**src/rtl/stream_ctrl_regs.sv**
```systemverilog
// Register block and IDLE/RUN/ABORT sequencer for a stream engine, with a delayed cfg acknowledge.
// Optional timeout register/abort is built only when STREAM_CTRL_TIMEOUT_EN is defined.
module stream_ctrl_regs #(
  parameter int unsigned ACK_DLY = 1,
  parameter logic [31:0] ID_VAL  = 32'h5354_0001
) (
  input  logic        clk,
  input  logic        rst,
  input  logic [31:0] cfg_addr,
  input  logic [31:0] cfg_wdata,
  input  logic        cfg_wr,
  input  logic        cfg_rd,
  output logic        cfg_ack,
  output logic [31:0] cfg_rdata,
  input  logic        sh_cl_flr_assert_q,
  input  logic        stream_beat,
  input  logic        stream_finished,
  output logic        stream_start,
  output logic        stream_abort,
  output logic        streaming_active
);

  typedef enum logic [1:0] {
    ST_IDLE  = 2'd0,
    ST_RUN   = 2'd1,
    ST_ABORT = 2'd2
  } state_t;

  localparam logic [3:0] ACK_LOAD = 4'(ACK_DLY - 32'd1);

  state_t      state_r;
  logic [3:0]  ack_cnt_r;
  logic [31:0] cycles_r;
  logic [31:0] beats_r;
  logic [31:0] scratch_r;
  logic        done_r;

  logic [5:0]  word_s;
  logic        accept_s;
  logic        wr_s;
  logic        wr_ctrl_s;
  logic        wr_status_s;
  logic        start_req_s;
  logic        abort_req_s;
  logic        in_stream_s;
  logic        done_set_s;
  logic [31:0] rd_val_s;
  logic [31:0] timeout_rd_s;
  logic        timeout_flag_s;
  logic        timeout_hit_s;
  logic        unused_addr_s;

  assign unused_addr_s = ^{cfg_addr[31:8], cfg_addr[1:0]};

  // Request decode and read mux; reads see register values from before this edge.
  always_comb begin
    word_s      = cfg_addr[7:2];
    accept_s    = (cfg_wr | cfg_rd) & (ack_cnt_r == 4'd0) & ~sh_cl_flr_assert_q;
    wr_s        = accept_s & cfg_wr;
    wr_ctrl_s   = wr_s & (word_s == 6'd0);
    wr_status_s = wr_s & (word_s == 6'd1);
    in_stream_s = (state_r != ST_IDLE);
    start_req_s = wr_ctrl_s & cfg_wdata[0] & (state_r == ST_IDLE);
    abort_req_s = wr_ctrl_s & cfg_wdata[1];
    done_set_s  = (state_r == ST_RUN) & stream_finished;
    case (word_s)
      6'd0:    rd_val_s = {31'd0, streaming_active};
      6'd1:    rd_val_s = {29'd0, timeout_flag_s, done_r, streaming_active};
      6'd2:    rd_val_s = cycles_r;
      6'd3:    rd_val_s = beats_r;
      6'd4:    rd_val_s = timeout_rd_s;
      6'd5:    rd_val_s = scratch_r;
      6'd6:    rd_val_s = ID_VAL;
      default: rd_val_s = 32'hDEAD_BEEF;
    endcase
  end

  // Ack pipeline: one pulse ACK_DLY cycles after an accepted request, read data captured at accept.
  always_ff @(posedge clk or posedge rst) begin
    if (rst) begin
      ack_cnt_r <= 4'd0;
      cfg_ack   <= 1'b0;
      cfg_rdata <= 32'd0;
    end else if (sh_cl_flr_assert_q) begin
      ack_cnt_r <= 4'd0;
      cfg_ack   <= 1'b0;
      cfg_rdata <= 32'd0;
    end else begin
      cfg_ack <= 1'b0;
      if (accept_s) begin
        cfg_rdata <= rd_val_s;
        if (ACK_LOAD == 4'd0) begin
          cfg_ack <= 1'b1;
        end else begin
          ack_cnt_r <= ACK_LOAD;
        end
      end else if (ack_cnt_r != 4'd0) begin
        ack_cnt_r <= ack_cnt_r - 4'd1;
        if (ack_cnt_r == 4'd1) begin
          cfg_ack <= 1'b1;
        end
      end
    end
  end

  // Stream sequencer; finish beats a same-cycle abort request or timeout.
  always_ff @(posedge clk or posedge rst) begin
    if (rst) begin
      state_r          <= ST_IDLE;
      stream_start     <= 1'b0;
      stream_abort     <= 1'b0;
      streaming_active <= 1'b0;
    end else if (sh_cl_flr_assert_q) begin
      state_r          <= ST_IDLE;
      stream_start     <= 1'b0;
      stream_abort     <= 1'b0;
      streaming_active <= 1'b0;
    end else begin
      stream_start <= 1'b0;
      case (state_r)
        ST_IDLE: begin
          if (start_req_s) begin
            state_r          <= ST_RUN;
            stream_start     <= 1'b1;
            streaming_active <= 1'b1;
          end
        end
        ST_RUN: begin
          if (stream_finished) begin
            state_r          <= ST_IDLE;
            streaming_active <= 1'b0;
          end else if (abort_req_s | timeout_hit_s) begin
            state_r      <= ST_ABORT;
            stream_abort <= 1'b1;
          end
        end
        ST_ABORT: begin
          if (stream_finished) begin
            state_r          <= ST_IDLE;
            stream_abort     <= 1'b0;
            streaming_active <= 1'b0;
          end
        end
        default: begin
          state_r          <= ST_IDLE;
          stream_abort     <= 1'b0;
          streaming_active <= 1'b0;
        end
      endcase
    end
  end

  // Counters, scratch and done flag; function-level reset keeps SCRATCH.
  always_ff @(posedge clk or posedge rst) begin
    if (rst) begin
      cycles_r  <= 32'd0;
      beats_r   <= 32'd0;
      scratch_r <= 32'd0;
      done_r    <= 1'b0;
    end else if (sh_cl_flr_assert_q) begin
      cycles_r <= 32'd0;
      beats_r  <= 32'd0;
      done_r   <= 1'b0;
    end else begin
      if (start_req_s) begin
        cycles_r <= 32'd0;
        beats_r  <= 32'd0;
      end else if (in_stream_s) begin
        if (cycles_r != 32'hFFFF_FFFF) begin
          cycles_r <= cycles_r + 32'd1;
        end
        if (stream_beat) begin
          beats_r <= beats_r + 32'd1;
        end
      end
      if (wr_s && (word_s == 6'd5)) begin
        scratch_r <= cfg_wdata;
      end
      if (start_req_s) begin
        done_r <= 1'b0;
      end else if (done_set_s) begin
        done_r <= 1'b1;
      end else if (wr_status_s && cfg_wdata[1]) begin
        done_r <= 1'b0;
      end
    end
  end

`ifdef STREAM_CTRL_TIMEOUT_EN
  logic [31:0] timeout_r;
  logic        timeout_flag_r;

  // Timeout limit and sticky timeout flag (set wins over W1C).
  always_ff @(posedge clk or posedge rst) begin
    if (rst) begin
      timeout_r      <= 32'd0;
      timeout_flag_r <= 1'b0;
    end else if (sh_cl_flr_assert_q) begin
      timeout_r      <= 32'd0;
      timeout_flag_r <= 1'b0;
    end else begin
      if (wr_s && (word_s == 6'd4)) begin
        timeout_r <= cfg_wdata;
      end
      if (start_req_s) begin
        timeout_flag_r <= 1'b0;
      end else if (timeout_hit_s) begin
        timeout_flag_r <= 1'b1;
      end else if (wr_status_s && cfg_wdata[2]) begin
        timeout_flag_r <= 1'b0;
      end
    end
  end

  assign timeout_hit_s  = (state_r == ST_RUN) & ~stream_finished & (timeout_r != 32'd0)
                        & (cycles_r == (timeout_r - 32'd1));
  assign timeout_flag_s = timeout_flag_r;
  assign timeout_rd_s   = timeout_r;
`else
  assign timeout_hit_s  = 1'b0;
  assign timeout_flag_s = 1'b0;
  assign timeout_rd_s   = 32'hDEAD_BEEF;
`endif

endmodule

```
**config.mk**
```make
export PLATFORM = sky130hd
export DESIGN_NAME = stream_ctrl_regs
export DESIGN_NICKNAME = d
export VERILOG_FILES = /design/src/rtl/stream_ctrl_regs.sv
export SDC_FILE = /design/constraint.sdc
export NUM_CORES = 1
export LEC_CHECK = 0
export ABC_AREA = 1
export BUFFER_PORTS_ARGS = -buffer_cell sky130_fd_sc_hd__buf_2
export CAP_MARGIN = 15
export CELL_PAD_IN_SITES_DETAIL_PLACEMENT = 1
export CELL_PAD_IN_SITES_GLOBAL_PLACEMENT = 1
export CORE_MARGIN = 2
export CORE_UTILIZATION = 43
export CTS_CLUSTER_DIAMETER = 30
export DETAILED_ROUTE_END_ITERATION = 10
export GPL_TIMING_DRIVEN = 0
export PLACE_DENSITY_LB_ADDON = 0.25
export SYNTH_ARGS = -nofsm -noshare
export SYNTH_HDL_FRONTEND = slang
export SYNTH_SLANG_ARGS = --single-unit
```
**constraint.sdc**
```tcl
create_clock -name clk -period 6 [get_ports clk]
set_input_delay 1.2 -clock clk [delete_from_list [all_inputs] [get_ports clk]]
set_output_delay 1.2 -clock clk [all_outputs]
set_load 0.02 [all_outputs]
```
==> results by group <==
STA
  • Clock Skew: 0.0114 ns
  • RSZ-0062 raised after global routing: no
  • Slew Viols, Final: 0
  • Worst Max-Slew Pin Slew: 0.781 ns
  • Min Tclk post-route: 2.55 ns
  • Fin. Hold Viols: 0
  • Setup TNS: 0 ns
  • Final cycle utilization of the critical path: 42.4%
  • Setup ws final: 3.45 ns
  • Setup-failing EPs final: 0
  • Max Freq: 0.393 GHz
  • Slew headroom: 47.9%

Drt
  • Initial DRC Count: 503
  • Pre-Repair DR Iteration Count: 5
  • DR vias/cell: 5.51
  • DR WL/cell: 20.2 um
  • Final WL: 29,000 um
  • Remaining DRCs: 0
  • Vias: 7,899
  • ANT nets after route: 0

Yosys
  • Largest cells by area after synthesis: dfrtp_1, nand2_1, nand3_1
  • Synthesized area per cell: 7.53 um^2
  • Top-count cell post-synth: nand2_1
  • Syn Nets: 1,166
  • Count of different cell masters after synthesis: 41
  • Top cells by count, synth: nand2_1, dfrtp_1, nor2_1, nand3_1, inv_1
  • Sequential area share after synthesis: 42.4%
  • Mapped Area: 8200 um^2
  • Post-synthesis cell count: 1,088
  • Yosys top cell by area: dfrtp_1
  • Top-area cell type share of the netlist area: 42.4%
  • Ys flop type: dfrtp_1
  • Post-synth EDFFs: 0
  • Synth warn: 0
  • #FFs+latches synth: 139
  • Ys async rst share: 100%

Floorplanning
  • Die X-Extent: 142 um
  • Cell Rows: 50
  • Die area: 20,200 um^2
  • Core Area: 18,700 um^2
  • Ports: 107
  • Die H: 142 um
  • Initial core utilization: 43.8%

Final layout
  • Design Area, Final: 9510 um^2
  • Ant diodes: 0
  • Area growth syn-to-layout: 16.0%
  • Fin nets: 1,265
  • Fill count: 2,379
  • Proportion of layout cells with a drive suffix above 1: 17.0%

Clock tree
  • Clock Latency Late Sink: 0.44 ns
  • Post_cts resized: 0
  • Post-CTS setup buffer count: 0
  • Clk buf depth: 2
  • CTS tree: built
  • Clock sink total: 139
  • CTS clk-pin slew, worst paths: 0.07 ns
  • Clk Tree Root Cell: clkbuf_16
  • H-tree depth: 4
  • CTS Hold Bufs: 0
  • CTS Buf Count: 17

Place
  • Placed cell areas: 8920 um^2
  • RD Place Congestion: 0.966
  • PortBufs: 79
  • Post-DP HPWL: 22,100 um
  • Worst slack, placed: 3.02 ns

Run status
  • Status: finished clean

Flow run
  • MaxCap Viol Count: 0

Worst setup path
  • Crit path capture type: register
  • CP Cell Sequence: buf_2 > nor2_4 > nand3_2 > nor2_4 > clkbuf_1 > nand2_1 > o211ai_1 > o21ai_0 > nand2_1
  • Critical Path AT: 2.92 ns
  • R2R Setup Slk: 3.81 ns
  • CP startpoint kind: primary input
  • Critical path required time: 6.38 ns
  • Critical path fanouts, max: 10
  • Buf/Inv on CP: 2
  • Largest stage delay on the critical path: 0.51 ns
  • CP top delay family: simple AND/OR/NAND/NOR gates
  • CP Class: primary input to register
  • Worst path slowest cell: clkbuf_1

GRT
  • Initial antenna violation count: 1
  • Overflow after GRT: 0
  • Total track usage: 29.9%
  • Vias in the first global route: 8,254
  • First-pass GRT wire length: 45,600 um
  • Pin count of the biggest net entering global routing: 84

Pwr
  • Max VDD drop: 0.188 mV
  • Pwr Density: 265 nW/um^2
  • Pleak: 4.48 nW

Worst hold path
  • Worst Hold Class: register to register
-- logic make-up after synthesis --
logic type | share of synthesized area [%]
DFF | 42.4
muxes | 5.77
adders and majority gates | 1.07
AOI/OAI and AO/OA | 6.38
xor gates and xnor gates | 2.24
buffers and inverters | 6.62
and+or+nand+nor | 35.5
-- registers in the layout (all words and copies together), names as in the netlist --
name	cells
ack_cnt_r	4
state_r	2
done_r	1
stream_abort	1
streaming_active	1
scratch_r	32
stream_start	1
cycles_r	32
cfg_rdata	32
cfg_ack	1
beats_r	32
-- through the flow --
stage | utilization, % | std cells | hold slack (ns) | power, mW
2_1_floorplan | - | 1088 | 0.476 | 1.30
3_3_place_gp | 47.5 | 1401 | 0.460 | 1.44
3_5_place_dp | 47.7 | 1402 | 0.462 | 1.45
4_1_cts | 50.8 | 1434 | 0.479 | 2.53
5_1_grt | 50.8 | 1434 | 0.502 | 2.62
6_report | 50.8 | 1434 | 0.475 | 2.52
-- layout make-up --
cell class                 instances  area, um^2  share of cell area (%)
inverter                          86         330                    3.47
clock buffer                      17         425                    4.47
multi-input combinational        825        4180                    43.9
tap                              234         293                    3.08
buffer                            38         218                    2.29
timing repair buffer              80         423                    4.45
sequential                       139        3480                    36.6
clock inverter                    15         166                    1.75
-- worst min-delay path: stages (launching register included) --
cell	delay, ns
dfrtp_1	0.34
nand2_1	0.05
nand2_1	0.05
-- cell usage in the layout, fill, tap and decap left out, types with 8 or more instances in the layout --
| cell | Yosys | layout |
|---|---|---|
| nand4_1 | 13 | 13 |
| a21oi_1 | 16 | 16 |
| nand3_1 | 106 | 106 |
| o21ai_0 | 28 | 28 |
| nor2_2 | 8 | 8 |
| buf_2 | 14 | 93 |
| xor2_1 | 13 | 13 |
| inv_1 | 80 | 79 |
| nor2_1 | 138 | 138 |
| clkbuf_16 | 0 | 17 |
| nor3_1 | 17 | 17 |
| xnor2_1 | 8 | 8 |
| o21ai_1 | 9 | 9 |
| o211ai_1 | 14 | 14 |
| clkbuf_1 | 11 | 11 |
| nand2_1 | 373 | 373 |
| mux2_4 | 30 | 30 |
| dfrtp_1 | 139 | 139 |
-- power breakdown --
group          switching (mW)  total [mW]  internal, mW
combinational           0.281       0.408         0.127
sequential             0.0389        1.03         0.990
clock                   0.492        1.09         0.596
-- layer usage --
metal  track usage, %  share of wire [%]  vias up
met4             11.3                3.3        2
met2             49.7                 47      237
met3             6.73                5.7       60
li1                 -                  -     3702
met1             38.3                 44     3898
met5                0              0.045        -
-- path summary, 6_finish.rpt --
| path | startpoint | to | cells after the start |
|---|---|---|---|
| max in group asynchronous | rst | cycles_r[10] | 3 |
| min reg2reg | cfg_rdata[6] | cfg_rdata[6] | 2 |
| min in group asynchronous | rst | cfg_rdata[6] | 2 |
| min | cfg_rdata[6] | cfg_rdata[6] | 2 |
| max | cfg_addr[7] | cfg_rdata[21] | 9 |
| max reg2reg | ack_cnt_r[1] | cfg_rdata[24] | 8 |
Power figures use the tool's default switching activity.
